--- config.mk ---
export PLATFORM = sky130hd
export DESIGN_NAME = fp_norm_pack
export DESIGN_NICKNAME = d
export VERILOG_FILES = /design/src/rtl/fp_norm_pack.sv
export SDC_FILE = /design/constraint.sdc
export NUM_CORES = 1
export LEC_CHECK = 0
export CAP_MARGIN = 20
export CORE_MARGIN = 2
export CORE_UTILIZATION = 40
export DETAILED_ROUTE_END_ITERATION = 10
export SYNTH_ARGS = -nofsm -noshare
export SYNTH_HDL_FRONTEND = slang
export SYNTH_SLANG_ARGS = --single-unit
--- constraint.sdc ---
create_clock -name clk -period 2.92 [get_ports clk]
set_input_delay 0.73 -clock clk [delete_from_list [all_inputs] [get_ports clk]]
set_output_delay 0.73 -clock clk [all_outputs]
set_load 0.05 [all_outputs]
--- src/rtl/fp_norm_pack.sv ---
// Final FP add/sub stage: iterative one-bit-per-cycle normalization of the raw
// mantissa sum, truncating pack to IEEE-754 layout, overflow/underflow/zero flags.
module fp_norm_pack #(
    parameter int unsigned EXP_W = 8,
    parameter int unsigned MAN_W = 23
) (
    input  logic                     clk,
    input  logic                     reset,
    input  logic                     in_valid,
    output logic                     in_ready,
    input  logic                     in_sign,
    input  logic [EXP_W-1:0]         in_exp,
    input  logic [MAN_W+1:0]         in_mant,
    output logic                     out_valid,
    input  logic                     out_ready,
    output logic [EXP_W+MAN_W:0]     out_result,
    output logic                     overflow,
    output logic                     underflow,
    output logic                     zero
);
    localparam int unsigned M_W = MAN_W + 2;
    localparam int unsigned E_W = EXP_W + 1;
    localparam int unsigned R_W = 1 + EXP_W + MAN_W;
    localparam logic [E_W-1:0] E_MAX = {1'b0, {EXP_W{1'b1}}};
    localparam logic [E_W-1:0] E_ONE = E_W'(1);

    typedef enum logic [1:0] {IDLE, CHECK, SHIFT, DONE} state_t;

    state_t           state_q, state_d;
    logic             s_q, s_d;
    logic [E_W-1:0]   e_q, e_d;
    logic [M_W-1:0]   m_q, m_d;
    logic             ovf_q, ovf_d;
    logic             unf_q, unf_d;
    logic             in_ready_q, in_ready_d;
    logic             out_valid_q, out_valid_d;
    logic [R_W-1:0]   out_result_q, out_result_d;
    logic             overflow_q, overflow_d;
    logic             underflow_q, underflow_d;
    logic             zero_q, zero_d;

    // Next-state and datapath; DONE spends one cycle packing before out_valid rises
    always_comb begin
        state_d      = state_q;
        s_d          = s_q;
        e_d          = e_q;
        m_d          = m_q;
        ovf_d        = ovf_q;
        unf_d        = unf_q;
        out_valid_d  = out_valid_q;
        out_result_d = out_result_q;
        overflow_d   = overflow_q;
        underflow_d  = underflow_q;
        zero_d       = zero_q;

        unique case (state_q)
            IDLE: begin
                if (in_valid) begin
                    s_d     = in_sign;
                    e_d     = {1'b0, in_exp};
                    m_d     = in_mant;
                    ovf_d   = 1'b0;
                    unf_d   = 1'b0;
                    state_d = CHECK;
                end
            end
            CHECK: begin
                if (m_q == '0) begin
                    s_d     = 1'b0;
                    e_d     = '0;
                    state_d = DONE;
                end else if (m_q[MAN_W+1]) begin
                    m_d = m_q >> 1;
                    e_d = e_q + E_ONE;
                    if (e_d == E_MAX) begin
                        m_d   = '0;
                        ovf_d = 1'b1;
                    end
                    state_d = DONE;
                end else if (m_q[MAN_W]) begin
                    state_d = DONE;
                end else if (e_q <= E_ONE) begin
                    e_d     = '0;
                    m_d     = '0;
                    unf_d   = 1'b1;
                    state_d = DONE;
                end else begin
                    state_d = SHIFT;
                end
            end
            SHIFT: begin
                m_d = m_q << 1;
                e_d = e_q - E_ONE;
                if (m_d[MAN_W]) begin
                    state_d = DONE;
                end else if (e_d == E_ONE) begin
                    e_d     = '0;
                    m_d     = '0;
                    unf_d   = 1'b1;
                    state_d = DONE;
                end
            end
            DONE: begin
                if (!out_valid_q) begin
                    out_valid_d  = 1'b1;
                    out_result_d = {s_q, e_q[EXP_W-1:0], m_q[MAN_W-1:0]};
                    overflow_d   = ovf_q;
                    underflow_d  = unf_q;
                    zero_d       = (e_q[EXP_W-1:0] == '0) && (m_q[MAN_W-1:0] == '0);
                end else if (out_ready) begin
                    out_valid_d = 1'b0;
                    state_d     = IDLE;
                end
            end
            default: state_d = IDLE;
        endcase

        in_ready_d = (state_d == IDLE);
    end

    always_ff @(posedge clk) begin
        if (reset) begin
            state_q      <= IDLE;
            s_q          <= 1'b0;
            e_q          <= '0;
            m_q          <= '0;
            ovf_q        <= 1'b0;
            unf_q        <= 1'b0;
            in_ready_q   <= 1'b1;
            out_valid_q  <= 1'b0;
            out_result_q <= '0;
            overflow_q   <= 1'b0;
            underflow_q  <= 1'b0;
            zero_q       <= 1'b0;
        end else begin
            state_q      <= state_d;
            s_q          <= s_d;
            e_q          <= e_d;
            m_q          <= m_d;
            ovf_q        <= ovf_d;
            unf_q        <= unf_d;
            in_ready_q   <= in_ready_d;
            out_valid_q  <= out_valid_d;
            out_result_q <= out_result_d;
            overflow_q   <= overflow_d;
            underflow_q  <= underflow_d;
            zero_q       <= zero_d;
        end
    end

    assign in_ready   = in_ready_q;
    assign out_valid  = out_valid_q;
    assign out_result = out_result_q;
    assign overflow   = overflow_q;
    assign underflow  = underflow_q;
    assign zero       = zero_q;

endmodule

== Yosys cells after proc, flatten, opt, wreduce, memory -nomap -nowiden ==
Cells that the tools add are included.

* Register bits after elaboration: 76
* Bits of input ports: 38
* Output and inout port bits: 37
* Logic and storage cells: 95

* Add/subtract/negate cells: 2
* Magnitude comparators: 1
* Equality and inequality tests: 19
* Muxes and demuxes: 44
* Bitwise operators: 1
* Reductions and logical operators: 15

{| class="wikitable"
|+ Operators by type and width
! cell !! count
|-
| $mux W25 || 5
|-
| $pmux W25 S3 || 1
|-
| $mux W9 || 7
|-
| $mux W24 || 2
|-
| $pmux W9 S3 || 1
|-
| $logic_not A25 Y1 || 1
|-
| $logic_not A23 Y1 || 1
|-
| $mux W23 || 1
|-
| $ne A2 B2 Y1 const B || 10
|-
| $mux W1 || 18
|-
| $mux W2 || 5
|-
| $reduce_and A5 Y1 || 2
|-
| $add A9 B1 Y9 const B || 1
|-
| $eq A9 B1 Y1 const B || 1
|-
| $eq A9 B8 Y1 const B || 1
|-
| $le A9 B1 Y1 const B || 1
|-
| $sub A9 B1 Y9 const B || 1
|-
| $logic_not A8 Y1 || 1
|-
| $ne A4 B4 Y1 const B || 2
|-
| $pmux W2 S4 || 1
|-
| $reduce_and A8 Y1 || 1
|-
| $ne A3 B3 Y1 const B || 2
|-
| $reduce_and A3 Y1 || 2
|-
| $eq A2 B2 Y1 const B || 2
|-
| 10 further kinds || 12
|}

== Logic depth before layout (Yosys ltp) ==
Gate-level depths: netlist (run 1).

* Word-level depth: 7
* Gate-level depth with buffers: 12
* Mapped depth without buffers: 8

== Worst setup path after synthesis (run 1) ==
No wires, ideal clock.

* Kind: flip-flop to flip-flop
* From: reg e_q[1]
* To: reg m_q[15]
* Setup time: 131 ps
* Data arrival time: 2,558 ps
* Required time: 2,789 ps
* Setup slack: 230 ps
* Stages on the path, launching flop included: 13
* Path buffers: 4
* Period minus slack after synthesis: 2,690 ps
* Path through: dfxtp_1 buf_2 buf_2 inv_1 ha_1 clkbuf_1 o21bai_1 a211o_1 a2111oi_2 nand4b_1 buf_2 o32a_1 o41ai_1

* Word-level cells in the longest chain between the ends: 6
* Elaborated cells on any way between the ends: 13
* Classes of those cells: add/sub (2); order compare (1); eq/ne (3); mux (6); reduce/logical (1)

{| class="wikitable"
|+ RTL lines
! what !! RTL line !! source
|-
| from (decl) || 31 || <nowiki>logic [E_W-1:0] e_q, e_d;</nowiki>
|-
| from (signal assigned) || 125 || <nowiki>e_q <= '0;</nowiki>
|-
| from (signal assigned) || 138 || <nowiki>e_q <= e_d;</nowiki>
|-
| $add A9 B1 Y9 || 74 || <nowiki>e_d = e_q + E_ONE;</nowiki>
|-
| $eq A9 B8 Y1 || 75 || <nowiki>if (e_d == E_MAX) begin</nowiki>
|-
| $mux W24 || 75 ||
|-
| $mux W25 || 72 || <nowiki>end else if (m_q[MAN_W+1]) begin</nowiki>
|-
| $mux W25 || 68 || <nowiki>if (m_q == '0) begin</nowiki>
|-
| $pmux W25 S3 || 56 || <nowiki>unique case (state_q)</nowiki>
|-
| to (signal assigned) || 139 || <nowiki>m_q <= m_d;</nowiki>
|-
| to (decl) || 32 || <nowiki>logic [M_W-1:0] m_q, m_d;</nowiki>
|}

Parallel ways exist; a longest one is shown, timed or not. The select of a mux whose other input is x is not followed.
A chain may end at the register's enable or synchronous reset.

== Final worst setup path (run 1) ==
* From: reg e_q[1]
* To: reg m_q[20]

Same word-level chain as after synthesis.

==> results of run 1 <==
==> area by class of cell <==
class / instances / area (um2)
tap: 136 / 170
timing repair buffer: 93 / 916
inverter: 31 / 116
multi-input combinational: 388 / 2460
clock inverter: 7 / 100
fill: 1028 / 5000
sequential: 76 / 1520
clock buffer: 9 / 124
==> cells in the final DEF (no fill, tap or decap), types with 4 or more instances in the layout <==
cell             instances
o41ai_1                 22
a21oi_1                 50
dfxtp_1                 76
a221oi_1                 4
nor2_1                  23
a211oi_1                 8
o211ai_1                 5
o32a_1                  17
nand4_1                  4
a311oi_1                 5
clkdlybuf4s50_1         73
nand2b_1                 6
nand3_1                  6
buf_4                   16
a21boi_0                 4
o32a_2                   4
ha_1                     8
inv_1                   31
nor3_1                   8
clkbuf_8                 9
nand2_1                 94
nor4_1                   5
mux2i_1                 22
o21ai_0                 33
==> worst register-to-register path, stage by stage, from the launching register on <==
cell and delay, ns:
dfxtp_1 0.39, inv_1 0.10, ha_1 0.22, o21bai_1 0.16, a211o_1 0.33, a2111oi_2 0.60, nand4b_1 0.19, buf_4 0.26
o32a_1 0.21, o41ai_1 0.07
==> worst max-delay path by stage <==
stage	cells past startpoint	end	slack (ns)
2_1_floorplan	12	m_q[15]$_SDFFE_PP0P_	0.23
3_3_place_gp	7	m_q[19]$_SDFFE_PP0P_	0.21
3_5_place_dp	7	m_q[7]$_SDFFE_PP0P_	0.04
4_1_cts	9	m_q[9]$_SDFFE_PP0P_	0.25
5_1_grt	9	m_q[9]$_SDFFE_PP0P_	0.08
6_report	9	m_q[20]$_SDFFE_PP0P_	0.26
==> power breakdown <==
| group | internal (mW) | switching, mW |
|---|---|---|
| clock network | 0.487 | 0.423 |
| registers | 1.29 | 0.358 |
| logic | 1.08 | 1.71 |
==> sequential cells by signal (all words and copies together) (netlist names) <==
name,count
underflow,1
overflow,1
in_ready,1
zero,1
state_q,2
e_q,9
s_q,1
out_valid,1
ovf_q,1
out_result,32
m_q,25
unf_q,1
==> layer usage <==
layer | part of all wire (%) | track usage (%) | wire [um]
met5 | 0 | 0 | 0
met1 | 49 | 32.8 | 6110
met3 | 6.4 | 4.22 | 801
met2 | 44 | 32.8 | 5580
met4 | 0.87 | 7.51 | 110
==> cells by family (layout without fill, tap and decap cells) <==
group           after synthesis  count (layout)
mux                          22              22
xor+xnor                      2               2
fa+ha+maj                     9               9
simple gates                172             172
buf+inv                      83             140
compound gates              183             183
flops                        76              76
==> metrics, run 1 <==
starting density of the core=41.5%; DRT Wirelength=approximately 13000 um; Clock Latency Late Sink=between 0.3 and 0.4 ns; Post-Synth Adder-Cell Area=about 2.6%; Worst Slack Setup Final=0.259 ns; PwrDens=987 nW/um2; Synth Area in XOR/XNOR=0.405%; Compound-Gate Fraction of Synth Area=30.2%; Max Clock Skew=0.00994 ns; Worst Setup Path Type=reg2reg; asr flop ratio synth=0%; final setup fails=0; DR iter-0 viols=about 260; Worst VDD drop=around 0.70 mV; Hold Fails Final Rpt=0; Post-synth EDFFs=0; register bit total from synthesis=76; crit path launch=e_q[1]$_SDFFE_PP0P_; CP max stage delay=approximately 0.6 ns; nets=646; Post-synth top cells=nand2_1 (94), dfxtp_1 (76), a21oi_1 (50); DR vias/cell=around 5.8; R2R Setup Slk=0.26 ns; post-route insts no fill=740; Area Overhead vs Synth=25.1%; startpoint class of the critical path=flip-flop; ratio of cells with drive above 1 in the final layout=8.44%; Reg2Reg Capture Point=m_q[20]$_SDFFE_PP0P_; Setup TNS Final=0 ns; crit path time final=2.66 ns; Clock Pin Slew Worst Setup and Hold Paths=0.08 ns; initial antenna violation count=0; Final Util=52.0%; synthesized instance count=about 550; top cell type's share of synthesized area=35.2%; Final Max Tran Viols=0; total power=5.34 mW; critical path arrival=2.89 ns; cts hold-fix bufs=0; clk sinks=76; post-synthesis cell area=around 4300 um2; worst hold path stage count=2; maximum fanout along the worst path=21; post-synth top area cell=dfxtp_1; Area contributors post-synth=dfxtp_1 (35%), nand2_1 (8.2%), a21oi_1 (5.8%), mux2i_1 (5.1%), o41ai_1 (4.5%); Ports=75; ys flop type=dfxtp_1; GP Congestion=0.861; Max-Cap Viols=0; Place WS=0.0416 ns; Via Count=about 4300; clock root buffer=clkbuf_8; critical path data required time=3.15 ns; DRC violations left=0; die width=108 um; DIE HEIGHT=~110 um; worst path bufs/invs=2; vias in the first global route=4000; Synth warnings=0; clk buf depth=2; most numerous cell in the Yosys netlist=nand2_1; Simple-Gate Fraction of Synth Area=18.6%; Hold EP=zero$_SDFFE_PP0P_; Hold Startpoint=zero$_SDFFE_PP0P_; Ant. Diodes=0; CTS H-tree lvls=3; sequential fraction of the synthesis area=35.2%; total gr overflow=0; final worst-path cycle share=91.1%; post-synthesis mux area share=5.09%; Resized Gates After CTS=0; Critical Path, Cell by Cell=inv_1 -> ha_1 -> o21bai_1 -> a211o_1 -> a2111oi_2 -> nand4b_1 -> buf_4 -> o32a_1 -> o41ai_1; Slew @ Worst Pin=0.717 ns; Setup crit end kind=flip-flop; syn_area_per_cell=7.91 um2; DP Wirelength=between 8000 and 9000 um; cell family with most CP delay=compound AO/OA/AOI/OAI gates; total CTS buffers=9; Die ar.=11700 um2; core area=roughly 10000 um2; Site Rows=37; CTS tree=built; fmax=approximately 0.38 GHz; slowest library cell on the worst path=a2111oi_2; largest family of logic cells by synthesized area=compound AO/OA/AOI/OAI gates; Yosys cell types=between 60 and 70; leakage power=1.81 nW; port bufs=74; Avg WL per Cell=17.0 um; syn_nets=594; Worst Hold Class=reg2reg; setup bufs post-CTS=0; dpl cells=724; largest net degree at the start of global routing=79; worst-case reg-to-reg path depth=9; status=complete, no violations; worst reg2reg path startpoint=e_q[1]$_SDFFE_PP0P_; drt pass-1 iters=5; GR Util All Layers=22.4%; relative slew slack=52.2%; Final Cell Area=5410 um2; hold_ws=0.454 ns; first-pass GRT wire length=20500 um; final antenna-violating net count=0; Cell Area, Placed=5190 um2; RSZ-0062 raised after global routing=false
(Power assumes the default switching activity.)
==> inputs of run 2 (changes only) <==
--- a/config.mk
+++ b/config.mk
@@ -5,6 +5,7 @@
 export SDC_FILE = /design/constraint.sdc
 export NUM_CORES = 1
 export LEC_CHECK = 0
+export ABC_AREA = 1
 export CAP_MARGIN = 20
 export CORE_MARGIN = 2
 export CORE_UTILIZATION = 40
==> metrics, run 2 <==
GR Util All Layers=22.4%; Hold Fails Final Rpt=0; fill count=between 1000 and 1500; worst hold path stage count=2; largest net degree at the start of global routing=43; Yosys cell types=38; part of the power in registers=32.1%; P_sw=2.28 mW; post-synthesis cell area=approximately 4500 um2; relative slew slack=58.6%; Area Overhead vs Synth=22.3%; core area=10800 um2; nets=approximately 770; hold_ws=0.466 ns; syn_area_per_cell=between 6 and 7 um2; Ant. Diodes=0; critical path data required time=3.15 ns; final setup fails=0; most numerous cell in the Yosys netlist=nand2_1; syn_nets=roughly 710; Final Max Tran Viols=0; DRT Wirelength=13000 um; GP Congestion=0.879; Max Clock Skew=0.0107 ns; Post-Synth Adder-Cell Area=2.53%; Clock Pin Slew Worst Setup and Hold Paths=~0.10 ns; final worst-path cycle share=89.1%; Avg WL per Cell=15.0 um; Max-Cap Viols=0; crit path time final=2.60 ns; final antenna-violating net count=0; ratio of cells with drive above 1 in the final layout=12.6%; Worst VDD drop=~0.28 mV; post-synthesis mux area share=0%; Clock Latency Late Sink=0.37 ns; Clock Power Share=17.1%; DR iter-0 viols=~300; commonest non-fill, non-tap cell in the layout=nand2_1; Ports=between 70 and 80; initial antenna violation count=0; Simple-Gate Fraction of Synth Area=30.6%; Area contributors post-synth=dfxtp_1 (34%), nand2_1 (13%), nor2_1 (8.3%), a21oi_1 (7.4%), a21oi_2 (7.3%); Sw Ratio=between 40% and 50%; Synth warnings=0; starting density of the core=41.1%; Final Util=between 50% and 60%; first-pass GRT wire length=20900 um; Synth Area in XOR/XNOR=0.393%; clk buf depth=2; vias in the first global route=around 4200; CTS tree=built; synthesized instance count=approximately 670; DR vias/cell=5.10; Worst Slack Setup Final=about 0.32 ns; port bufs=74; DIE HEIGHT=between 100 and 150 um; top cell type's share of synthesized area=34.1%; fmax=0.384 GHz; Die ar.=12000 um2; Worst Hold Class=reg2reg; post-synth top area cell=dfxtp_1; total CTS buffers=9; clk sinks=76; asr flop ratio synth=0%; status=complete, no violations; drt pass-1 iters=5; maximum fanout along the worst path=21; Worst Setup Path Type=reg2reg; Site Rows=38; largest family of logic cells by synthesized area=simple AND/OR/NAND/NOR gates; most frequent cells in the layout=nand2_1 (154), nor2_1 (98), dfxtp_1 (76); setup bufs post-CTS=0; ys flop type=dfxtp_1; register bit total from synthesis=76; total gr overflow=0; DRC violations left=0; clock root buffer=clkbuf_8; Resized Gates After CTS=0; critical path arrival=2.83 ns; cts hold-fix bufs=0; sequential fraction of the synthesis area=34.1%; worst-case reg-to-reg path depth=12; Post-synth top cells=nand2_1 (154), nor2_1 (99), dfxtp_1 (76); internal power=2.40 mW; DP Wirelength=a little over 9000 um; total power=4.68 mW; die width=about 110 um; Setup TNS Final=0 ns; PwrDens=858 nW/um2; CTS H-tree lvls=3; Slew @ Worst Pin=0.621 ns; Post-synth EDFFs=0; combinational share of power=between 50% and 60%; Largest register FFs=32; Compound-Gate Fraction of Synth Area=22.5%; Via Count=4435; startpoint class of the critical path=flip-flop; RSZ-0062 raised after global routing=false; leakage power=about 2.1 nW; Setup crit end kind=flip-flop; Place WS=approximately 0.36 ns
run 2: per-layer routing:
layer	track usage, %	wire (um)	vias up
li1	-	-	2271
met1	29.1	6040	2054
met2	38.7	6270	96
met3	3.44	564	14
met4	5.52	157	0
met5	0	0	-
run 2: through the flow:
step,cells,cell area [um2]
floorplan,666,4460
CTS,869,5450
detailed placement,853,5270
global route,869,5450
finish,869,5450
global placement,853,5270
run 2: logic make-up (layout without fill, tap and decap cells):
family | after synthesis | after routing
xor+xnor | 2 | 2
fa+ha+maj | 9 | 9
buf+inv | 98 | 161
simple gates | 314 | 314
compound gates | 167 | 167
flops | 76 | 76
run 2: critical path, cell delays in order, from the launching register on:
cell and delay, ns:
dfxtp_1 0.55, ha_1 0.23, nand2_1 0.14, nor2_4 0.20, nand3_2 0.07, nand2_1 0.09, nand2_2 0.08, nor2_4 0.17
nand4_4 0.45, a21oi_1 0.30, nand2_1 0.07, nand2_1 0.06, a21oi_1 0.05
run 2: power groups by stage:
stage | combinational, mW | clock [mW] | sequential [mW]
2_1_floorplan | 1.74 | 0 | 1.54
6_report | 2.38 | 0.802 | 1.50
3_3_place_gp | 2.33 | 0 | 1.52
4_1_cts | 2.38 | 0.816 | 1.50
3_5_place_dp | 2.37 | 0 | 1.52
5_1_grt | 2.68 | 0.858 | 1.53
run 2: layout make-up:
type                       instances  area [um2]  share of cell area [%]
multi-input combinational        492        2500                    45.9
sequential                        76        1520                    27.9
timing repair buffer              85         836                    15.3
inverter                          60         228                    4.18
tap                              140         175                    3.21
clock buffer                       9         124                    2.27
clock inverter                     7        65.1                    1.19
run 2: worst paths after layout:
kind / start / end / slack, ns
max: e_q[0]$_SDFFE_PP0P_ / m_q[4]$_SDFFE_PP0P_ / 0.32
min: unf_q$_SDFFE_PP0P_ / underflow$_SDFFE_PP0P_ / 0.47
max reg2reg: e_q[0]$_SDFFE_PP0P_ / m_q[4]$_SDFFE_PP0P_ / 0.32
min reg2reg: unf_q$_SDFFE_PP0P_ / underflow$_SDFFE_PP0P_ / 0.47
